--- config.mk ---
export PLATFORM = sky130hd
export DESIGN_NAME = fp_special_classify_pipe
export DESIGN_NICKNAME = d
export VERILOG_FILES = /design/src/rtl/fp_pkg.sv /design/src/rtl/fp_classify.sv /design/src/rtl/fp_special_classify_pipe.sv
export SDC_FILE = /design/constraint.sdc
export NUM_CORES = 1
export LEC_CHECK = 0
export CELL_PAD_IN_SITES_DETAIL_PLACEMENT = 1
export CELL_PAD_IN_SITES_GLOBAL_PLACEMENT = 1
export CORE_ASPECT_RATIO = 0.9
export CORE_MARGIN = 2
export CORE_UTILIZATION = 40
export CTS_CLUSTER_SIZE = 20
export DETAILED_ROUTE_END_ITERATION = 8
export GPL_TIMING_DRIVEN = 1
export HOLD_SLACK_MARGIN = 0.15
export MAX_ROUTING_LAYER = met4
export PLACE_DENSITY = 0.86
export SETUP_SLACK_MARGIN = 0.05
export SYNTH_ARGS = -nofsm -noshare
export SYNTH_HDL_FRONTEND = slang
export SYNTH_HIERARCHICAL = 1
export SYNTH_SLANG_ARGS = --single-unit
--- constraint.sdc ---
create_clock -name clk -period 3.8 [get_ports clk]
set_clock_uncertainty 0.2 [all_clocks]
set_input_delay 0.76 -clock clk [delete_from_list [all_inputs] [get_ports clk]]
set_output_delay 0.76 -clock clk [all_outputs]
set_load 0.05 [all_outputs]
--- src/rtl/fp_pkg.sv ---
// Shared definitions for the floating-point add/sub front end:
// class bit indices, format width derivation and the canonical quiet NaN.
package fp_pkg;

    localparam int unsigned CLS_ZERO = 0;
    localparam int unsigned CLS_SUB  = 1;
    localparam int unsigned CLS_NORM = 2;
    localparam int unsigned CLS_INF  = 3;
    localparam int unsigned CLS_QNAN = 4;
    localparam int unsigned CLS_SNAN = 5;
    localparam int unsigned CLS_W    = 6;

    // Widest format the helpers below can build; callers truncate to W.
    localparam int unsigned MAX_W = 128;

    function automatic int unsigned fp_width(input int unsigned exp_w,
                                             input int unsigned frac_w);
        return 1 + exp_w + frac_w;
    endfunction

    // Sign 0, exponent all-ones, fraction MSB set: exp_w+1 ones starting at bit frac_w-1.
    function automatic logic [MAX_W-1:0] canon_qnan(input int unsigned exp_w,
                                                    input int unsigned frac_w);
        return ((MAX_W'(1) << (exp_w + 1)) - MAX_W'(1)) << (frac_w - 1);
    endfunction

endpackage

--- src/rtl/fp_classify.sv ---
// Combinational single-operand classifier; emits a one-hot IEEE-754 class.
module fp_classify
    import fp_pkg::*;
#(
    parameter int unsigned EXP_W  = 8,
    parameter int unsigned FRAC_W = 23
) (
    input  logic [EXP_W-1:0]  exp,
    input  logic [FRAC_W-1:0] frac,
    output logic [CLS_W-1:0]  cls_c
);

    always_comb begin
        cls_c = '0;
        if (exp == '0) begin
            if (frac == '0) cls_c[CLS_ZERO] = 1'b1;
            else            cls_c[CLS_SUB]  = 1'b1;
        end else if (&exp) begin
            if (frac == '0)             cls_c[CLS_INF]  = 1'b1;
            else if (frac[FRAC_W-1])    cls_c[CLS_QNAN] = 1'b1;
            else                        cls_c[CLS_SNAN] = 1'b1;
        end else begin
            cls_c[CLS_NORM] = 1'b1;
        end
    end

endmodule

--- src/rtl/fp_special_classify_pipe.sv ---
// Two-stage operand classifier and special-case resolver for the add/sub path,
// with a sticky invalid flag and a saturating special-result counter.
module fp_special_classify_pipe
    import fp_pkg::*;
#(
    parameter int unsigned EXP_W  = 8,
    parameter int unsigned FRAC_W = 23,
    parameter int unsigned CNT_W  = 16,
    localparam int unsigned W     = fp_width(EXP_W, FRAC_W)
) (
    input  logic             clk,
    input  logic             rst_n,
    input  logic             in_valid,
    output logic             in_ready,
    input  logic [W-1:0]     a,
    input  logic [W-1:0]     b,
    input  logic             op_sub,
    output logic             out_valid,
    input  logic             out_ready,
    output logic [CLS_W-1:0] cls_a,
    output logic [CLS_W-1:0] cls_b,
    output logic             special,
    output logic [W-1:0]     special_res,
    output logic             invalid,
    output logic             invalid_sticky,
    input  logic             flag_clr,
    output logic [CNT_W-1:0] spec_cnt
);

    localparam logic [W-1:0] QNAN    = W'(canon_qnan(EXP_W, FRAC_W));
    localparam logic [W-2:0] INF_MAG = {{EXP_W{1'b1}}, {FRAC_W{1'b0}}};

    logic             s1_valid;
    logic [W-1:0]     s1_a;
    logic [W-1:0]     s1_b;
    logic             s1_sub;
    logic [CLS_W-1:0] s1_cls_a;
    logic [CLS_W-1:0] s1_cls_b;

    logic [CLS_W-1:0] cls_a_c;
    logic [CLS_W-1:0] cls_b_c;
    logic             s2_load_c;
    logic             xfer_c;
    logic             res_special_c;
    logic             res_invalid_c;
    logic [W-1:0]     res_val_c;

    fp_classify #(.EXP_W(EXP_W), .FRAC_W(FRAC_W)) u_cls_a (
        .exp   (a[W-2 -: EXP_W]),
        .frac  (a[FRAC_W-1:0]),
        .cls_c (cls_a_c)
    );

    fp_classify #(.EXP_W(EXP_W), .FRAC_W(FRAC_W)) u_cls_b (
        .exp   (b[W-2 -: EXP_W]),
        .frac  (b[FRAC_W-1:0]),
        .cls_c (cls_b_c)
    );

    // Each stage loads when empty or when its contents leave this cycle.
    assign s2_load_c = !out_valid || out_ready;
    assign in_ready  = !s1_valid || s2_load_c;
    assign xfer_c    = out_valid && out_ready;

    always_ff @(posedge clk) begin
        if (!rst_n) begin
            s1_valid <= 1'b0;
            s1_a     <= '0;
            s1_b     <= '0;
            s1_sub   <= 1'b0;
            s1_cls_a <= '0;
            s1_cls_b <= '0;
        end else if (in_ready) begin
            s1_valid <= in_valid;
            s1_a     <= a;
            s1_b     <= b;
            s1_sub   <= op_sub;
            s1_cls_a <= cls_a_c;
            s1_cls_b <= cls_b_c;
        end
    end

    // IEEE special-case resolution, highest priority first.
    always_comb begin
        logic sa;
        logic sb_eff;
        logic nan_a;
        logic nan_b;
        sa            = s1_a[W-1];
        sb_eff        = s1_b[W-1] ^ s1_sub;
        nan_a         = s1_cls_a[CLS_QNAN] || s1_cls_a[CLS_SNAN];
        nan_b         = s1_cls_b[CLS_QNAN] || s1_cls_b[CLS_SNAN];
        res_special_c = 1'b1;
        res_invalid_c = 1'b0;
        res_val_c     = '0;
        if (nan_a || nan_b) begin
            res_val_c     = QNAN;
            res_invalid_c = s1_cls_a[CLS_SNAN] || s1_cls_b[CLS_SNAN];
        end else if (s1_cls_a[CLS_INF] && s1_cls_b[CLS_INF] && (sa != sb_eff)) begin
            res_val_c     = QNAN;
            res_invalid_c = 1'b1;
        end else if (s1_cls_a[CLS_INF]) begin
            res_val_c = {sa, INF_MAG};
        end else if (s1_cls_b[CLS_INF]) begin
            res_val_c = {sb_eff, INF_MAG};
        end else if (s1_cls_a[CLS_ZERO] && s1_cls_b[CLS_ZERO]) begin
            res_val_c = {sa & sb_eff, {(W-1){1'b0}}};
        end else if (s1_cls_a[CLS_ZERO]) begin
            res_val_c = {sb_eff, s1_b[W-2:0]};
        end else if (s1_cls_b[CLS_ZERO]) begin
            res_val_c = s1_a;
        end else begin
            res_special_c = 1'b0;
        end
    end

    always_ff @(posedge clk) begin
        if (!rst_n) begin
            out_valid   <= 1'b0;
            cls_a       <= '0;
            cls_b       <= '0;
            special     <= 1'b0;
            special_res <= '0;
            invalid     <= 1'b0;
        end else if (s2_load_c) begin
            out_valid   <= s1_valid;
            cls_a       <= s1_cls_a;
            cls_b       <= s1_cls_b;
            special     <= res_special_c;
            special_res <= res_val_c;
            invalid     <= res_invalid_c;
        end
    end

    // A setting transfer wins over a coincident clear.
    always_ff @(posedge clk) begin
        if (!rst_n) begin
            invalid_sticky <= 1'b0;
            spec_cnt       <= '0;
        end else begin
            if (xfer_c && invalid)  invalid_sticky <= 1'b1;
            else if (flag_clr)      invalid_sticky <= 1'b0;

            if (xfer_c && special) begin
                if (flag_clr)              spec_cnt <= CNT_W'(1);
                else if (spec_cnt != '1)   spec_cnt <= spec_cnt + CNT_W'(1);
            end else if (flag_clr) begin
                spec_cnt <= '0;
            end
        end
    end

endmodule

==> metrics.md, run 1 <==
| Metric | Value |
|---|---|
| TritonCTS clock tree | `done` |
| # Post-CTS Setup Buffers | `0` |
| Yosys reg bits | `142` |
| Worst endpoint data arrival time | `1.87 ns` |
| I/O pins | `135` |
| Final slew viol count | `0` |
| Hold_sp | `s1_b[3]` |
| Worst-Skew Late Latency | `0.42 ns` |
| Worst R2R Start | `spec_cnt[0]` |
| Crit path capture type | `primary output` |
| Synthesis warning total | `6` |
| Hold Crit Class | `reg2reg` |
| Hold Path Stages | `2` |
| Final Hold Violating Endpoints | `0` |
| Avg Cell Area, Syn | `8.38 sq um` |
| Die area | `16000 sq um` |
| Initial antenna violation count | `1` |
| TritonRoute pass-1 iters | `5` |
| Max-cap violation count | `0` |
| Vias per cell | `5.65` |
| P&R area growth vs syn | `33.9%` |
| First-iteration detailed-routing DRC count | `323` |
| Netlist cell types | `54` |
| DRT met1 WL | `8260 um` |
| Worst Max-Slew Pin Slew | `1.14 ns` |
| H-tree depth | `4` |
| Cts hold-fix bufs | `0` |
| Dpl hpwl | `13200 um` |
| CP required | `2.84 ns` |
| Critical Path Slowest Stage Cell | `clkdlybuf4s50_1` |
| Syn_nets | `788` |
| Post-synth EDFFs | `0` |
| Clock sink total | `142` |
| Clock Tree Buf Depth | `2` |
| Worst path max stage delay | `0.55 ns` |
| Final Instance Area | `8030 sq um` |
| Initial Utilization | `40.9%` |
| Chip width | `133 um` |
| Critical path class | `in2out` |
| Met2 routed WL | `9770 um` |
| Placed Cells | `1007` |
| Remaining global-route overflow | `0` |
| Row cnt | `42` |
| Crit path launch type | `input pin` |
| Leakage dissipation | `2.94 nW` |
| Number of global-route vias before repair | `6156` |
| Async SR Flop Fraction | `0%` |
| First-pass GRT wire length | `31600 um` |
| Clock-pin slew on the worst setup and hold paths | `0.06 ns` |
| DRC | `0` |
| Top Layer Used | `met4` |
| Die Height | `120 um` |
| Fin crit share | `74.4%` |
| Worst Path Max Fanout | `4` |
| Synth area leader | `dfxtp_1` |
| Post-Syn Area | `6000 sq um` |
| Placed cell areas | `7450 sq um` |
| FF-to-FF path depth | `5` |
| Setup violations, final | `0` |
| Routed vias | `5873` |
| WL/cell | `19.0 um` |
| Sequential fraction of the synthesis area | `47.4%` |
| Fin nets | `900` |
| Power consumption | `0.00344 W` |
| Area share of the largest cell type after synthesis | `47.4%` |
| Core area | `14700 sq um` |
| Final ANT Viol Nets | `0` |
| Max-slew headroom | `23.2%` |
| Layout cells sized above 1 | `7.97%` |
| Largest net degree at the start of global routing | `79` |
| Period minus WS final | `2.83 ns` |
| Crit-path cells | `clkdlybuf4s50_1 -> nor2b_2 -> and2_2 -> inv_2 -> buf_4` |
| Gr usage total | `25.8%` |
| Most common cell after layout, fill and taps aside | `nand2_1` |
| Met3 wire len | `1240 um` |
| RSZ-0062 raised after global routing | `false` |
| Fill count | `1677` |
| Most frequent cells in the layout | `195 x nand2_1, 142 x dfxtp_1, 132 x clkdlybuf4s50_1, 54 x a21boi_0, 47 x a21oi_1` |
| Synth area leaders | `dfxtp_1 47%, nand2_1 12%, a21boi_0 6.8%` |
| I/O Buffers | `134` |
| VDD IR max | `375 uV` |
| Clock root buffer | `clkbuf_16` |
| Fin cells | `1040` |
| Drt total wl | `19800 um` |
| P per Cell Area | `428 nW/um^2` |
| Cts repair resizes | `0` |
| Worst Hold Slack | `0.257 ns` |
| Synth Instances | `716` |
| Fmax achieved | `353 MHz` |
| Critical Path Source | `out_ready` |
| Setup total negative slack | `0 ns` |
| GPL Wtd Cong | `0.900` |
| Status | `finished clean` |
| CTS Buf Count | `17` |
| Top FF cell, synth | `dfxtp_1` |
==> cell usage after synthesis (4+ instances only) <==
cell,instances
nor4_1,12
nor2_1,39
a2bb2oi_1,22
a22oi_1,22
mux2i_1,5
nor2b_1,5
a21boi_0,54
o21a_1,4
o21ai_0,14
nor3_1,13
o31ai_1,5
nand2b_1,8
buf_2,7
a21oi_1,47
clkbuf_1,40
dfxtp_1,142
a221oi_1,8
nor4_2,7
nand4_1,7
nand2_1,195
nand3_1,11
==> metal layers <==
layer	vias to the layer above	track usage, %
li1	2746	-
met1	2901	29.5
met2	192	44.1
met3	34	6.79
met4	0	9.01
met5	-	-
==> cells by family (layout without fill, tap and decap cells) <==
logic type	count (synthesis)	in the layout	synth area share (%)
compound gates	191	191	22.4
xor+xnor	1	1	0.146
fa+ha+maj	2	2	0.417
buf+inv	56	181	3.71
flops	142	142	47.4
mux	5	5	0.834
other cells	0	1	0
simple gates	319	319	25.1
==> cell type report <==
class                      count  area, sq um  area share, %
antenna                        1         2.50         0.0312
clock buffer                  20          457           5.69
clock inverter                12          119           1.48
inverter                       5         18.8          0.234
multi-input combinational    518         2940           36.6
sequential                   142         2840           35.4
tap                          198          248           3.08
timing repair buffer         144         1410           17.5
==> worst max-delay path: cells and delay by family <==
| family | cells | cell delay [ns] |
|---|---|---|
| buffers and inverters | 3 | 0.84 |
| AND/OR/NAND/NOR | 2 | 0.27 |
==> metrics by stage <==
stage               worst slack [ns]  utilization, %
finish                         0.971            54.8
global route                   0.911            54.8
CTS                            0.971            54.8
detailed placement             0.852            50.8
global placement               0.981            50.8
floorplan                       1.18               -
==> state kept, by name (all words and copies together) (netlist names), 6 cells and up <==
signal,cells
cls_b,6
s1_cls_b,6
special_res,32
spec_cnt,16
s1_a,32
s1_cls_a,6
s1_b,32
cls_a,6
==> worst paths after layout <==
| path | endpoint | slack [ns] |
|---|---|---|
| setup / recovery | in_ready | 0.97 |
| hold / removal | s1_b[3] | 0.26 |
| setup reg to reg | spec_cnt[0] | 1.18 |
| hold reg to reg | s1_b[3] | 0.26 |
==> where the power goes <==
part / internal [W] / leakage [nW] / switching [W]
clock network: 0.000992 / 0.285 / 0.000636
logic: 0.000117 / 1.49 / 0.000132
registers: 0.00154 / 1.16 / 0.0000275
No activity file was read; power rests on OpenSTA's default activity.
==> inputs of run 2 (changes only) <==
Settings changed: CORE_UTILIZATION 40 to 33, PLACE_DENSITY 0.86 to 0.76.
Clock period 3.8 ns to 2.47 ns, I/O delays scaled along.
==> metrics.md, run 2 (synthesis gave the netlist of run 1 again) <==
| Metric | Value |
|---|---|
| Most frequent cells in the layout | `195 x nand2_1, 142 x dfxtp_1, 120 x clkdlybuf4s50_1, 54 x a21boi_0, 47 x a21oi_1` |
| Layout cells sized above 1 | `9.37%` |
| Clock Tree Buf Depth | `2` |
| Die area | `19300 sq um` |
| Hold_sp | `cls_a[2]` |
| TritonRoute pass-1 iters | `5` |
| Critical path class | `in2out` |
| Largest net degree at the start of global routing | `59` |
| Critical Path Source | `out_ready` |
| VDD IR max | `490 uV` |
| GPL Wtd Cong | `0.790` |
| Clock root buffer | `clkbuf_16` |
| Dpl hpwl | `13400 um` |
| Setup total negative slack | `0 ns` |
| Cts hold-fix bufs | `0` |
| Critical Path Slowest Stage Cell | `clkdlybuf4s50_1` |
| CTS Buf Count | `17` |
| Leakage dissipation | `3.17 nW` |
| Period minus WS final | `2.36 ns` |
| Utilization after layout | `46.7%` |
| Placed Cells | `1062` |
| CP required | `1.78 ns` |
| Fill count | `2141` |
| Worst path max stage delay | `0.54 ns` |
| Fin crit share | `95.4%` |
| Hold Crit Class | `reg2reg` |
| Fmax achieved | `424 MHz` |
| WL/cell | `17.9 um` |
| Die Height | `132 um` |
| Crit path capture type | `primary output` |
| Worst Path Max Fanout | `4` |
| First-pass GRT wire length | `31100 um` |
| H-tree depth | `4` |
| Final slew viol count | `0` |
| Initial Utilization | `33.8%` |
| Crit path buf inv count | `3` |
| Gr usage total | `20.8%` |
| I/O pins | `135` |
| CP top delay family | `buffers and inverters` |
| DRC | `0` |
| Vias per cell | `5.20` |
| Drt total wl | `19600 um` |
| Chip width | `146 um` |
| Worst-Skew Late Latency | `0.42 ns` |
| Crit-path cells | `clkdlybuf4s50_1 -> nor2b_2 -> and2_2 -> inv_2 -> buf_4` |
| Most common cell after layout, fill and taps aside | `nand2_1` |
| Max-slew headroom | `46.2%` |
| # Post-CTS Setup Buffers | `0` |
| Worst R2R Setup Slack | `0.37 ns` |
| Clock-pin slew on the worst setup and hold paths | `0.06 ns` |
| Final ANT Viol Nets | `0` |
| Core area | `17700 sq um` |
| Final Hold Violating Endpoints | `0` |
| Power consumption | `0.00555 W` |
| Worst endpoint data arrival time | `1.66 ns` |
| Row cnt | `46` |
| Fin nets | `913` |
| Routed vias | `5691` |
| Number of global-route vias before repair | `5787` |
| ANT cells | `0` |
| Max-cap violation count | `0` |
| P&R area growth vs syn | `38.1%` |
| Worst R2R Start | `spec_cnt[0]` |
| Clock sink total | `142` |
| I/O Buffers | `134` |
| RSZ-0062 raised after global routing | `false` |
| First-iteration detailed-routing DRC count | `354` |
| Worst Hold Slack | `0.251 ns` |
| Initial antenna violation count | `0` |
| Worst Max-Slew Pin Slew | `0.806 ns` |
| Fin cells | `1094` |
| Crit path launch type | `input pin` |
| Regs by FF count | `s1_a x32, s1_b x32, special_res x32` |
| TritonCTS clock tree | `done` |
| Status | `finished clean` |
| Remaining global-route overflow | `0` |
| P per Cell Area | `670 nW/um^2` |
| Setup violations, final | `0` |
## run 2: cell count changes in the layout (fill, tap and decap cells not counted), sizes merged
cell and change:
clkbuf +1, buf +13, clkinv -4, dlygate4sd2 +6, clkdlybuf4s50 -12, diode -1, clkinvlp +1, dlymetal6s2s +6
bufinv +2
## run 2: path summary, 6_finish.rpt
| kind | endpoint | cells past startpoint |
|---|---|---|
| max | in_ready | 5 |
| min | cls_a[2] | 2 |
| max reg2reg | spec_cnt[8] | 5 |
| min reg2reg | cls_a[2] | 2 |
## run 2: area by class of cell
| type | instances | area, sq um | area share (%) |
|---|---|---|---|
| well taps | 240 | 300 | 3.63 |
| clock inverters | 11 | 163 | 1.96 |
| repair buffers | 157 | 1550 | 18.7 |
| inverters | 5 | 18.8 | 0.227 |
| clock buffers | 21 | 470 | 5.68 |
| multi-input cells | 518 | 2940 | 35.5 |
| flip-flops and latches | 142 | 2840 | 34.3 |
## run 2: timing repair
item | CTS | global route
hold endpoints to repair | 0 | 0
resized for setup | 6 | 6
setup endpoints to repair | 6 | 6
## run 2: routing by layer
metal | part of all wire [%] | track usage, % | vias to the layer above
met1 | 47 | 26.7 | 2780
met4 | 0.99 | 5.12 | 0
met2 | 48 | 33.6 | 138
met5 | 0 | - | -
met3 | 3.9 | 4.22 | 15
li1 | - | - | 2758
## run 2: metrics by stage
stage | setup slack (ns) | cell area (sq um)
floorplan | 0.151 | 6000
global placement | 0.0385 | 7640
detailed placement | -0.0241 | 7640
CTS | 0.0592 | 8270
global route | 0.0675 | 8280
finish | 0.114 | 8280
## run 2: tightest hold or removal path: cells and delay by family, from the launching register on
family | cells | cell delay [ns]
flops | 1 | 0.31
compound gates | 1 | 0.05
simple gates | 1 | 0.05
## run 2: power breakdown
group	leakage, nW	total (W)	switching [W]	internal [W]
sequential	1.16	0.00240	0.0000401	0.00236
clock	0.305	0.00275	0.000986	0.00176
combinational	1.71	0.000399	0.000209	0.000189
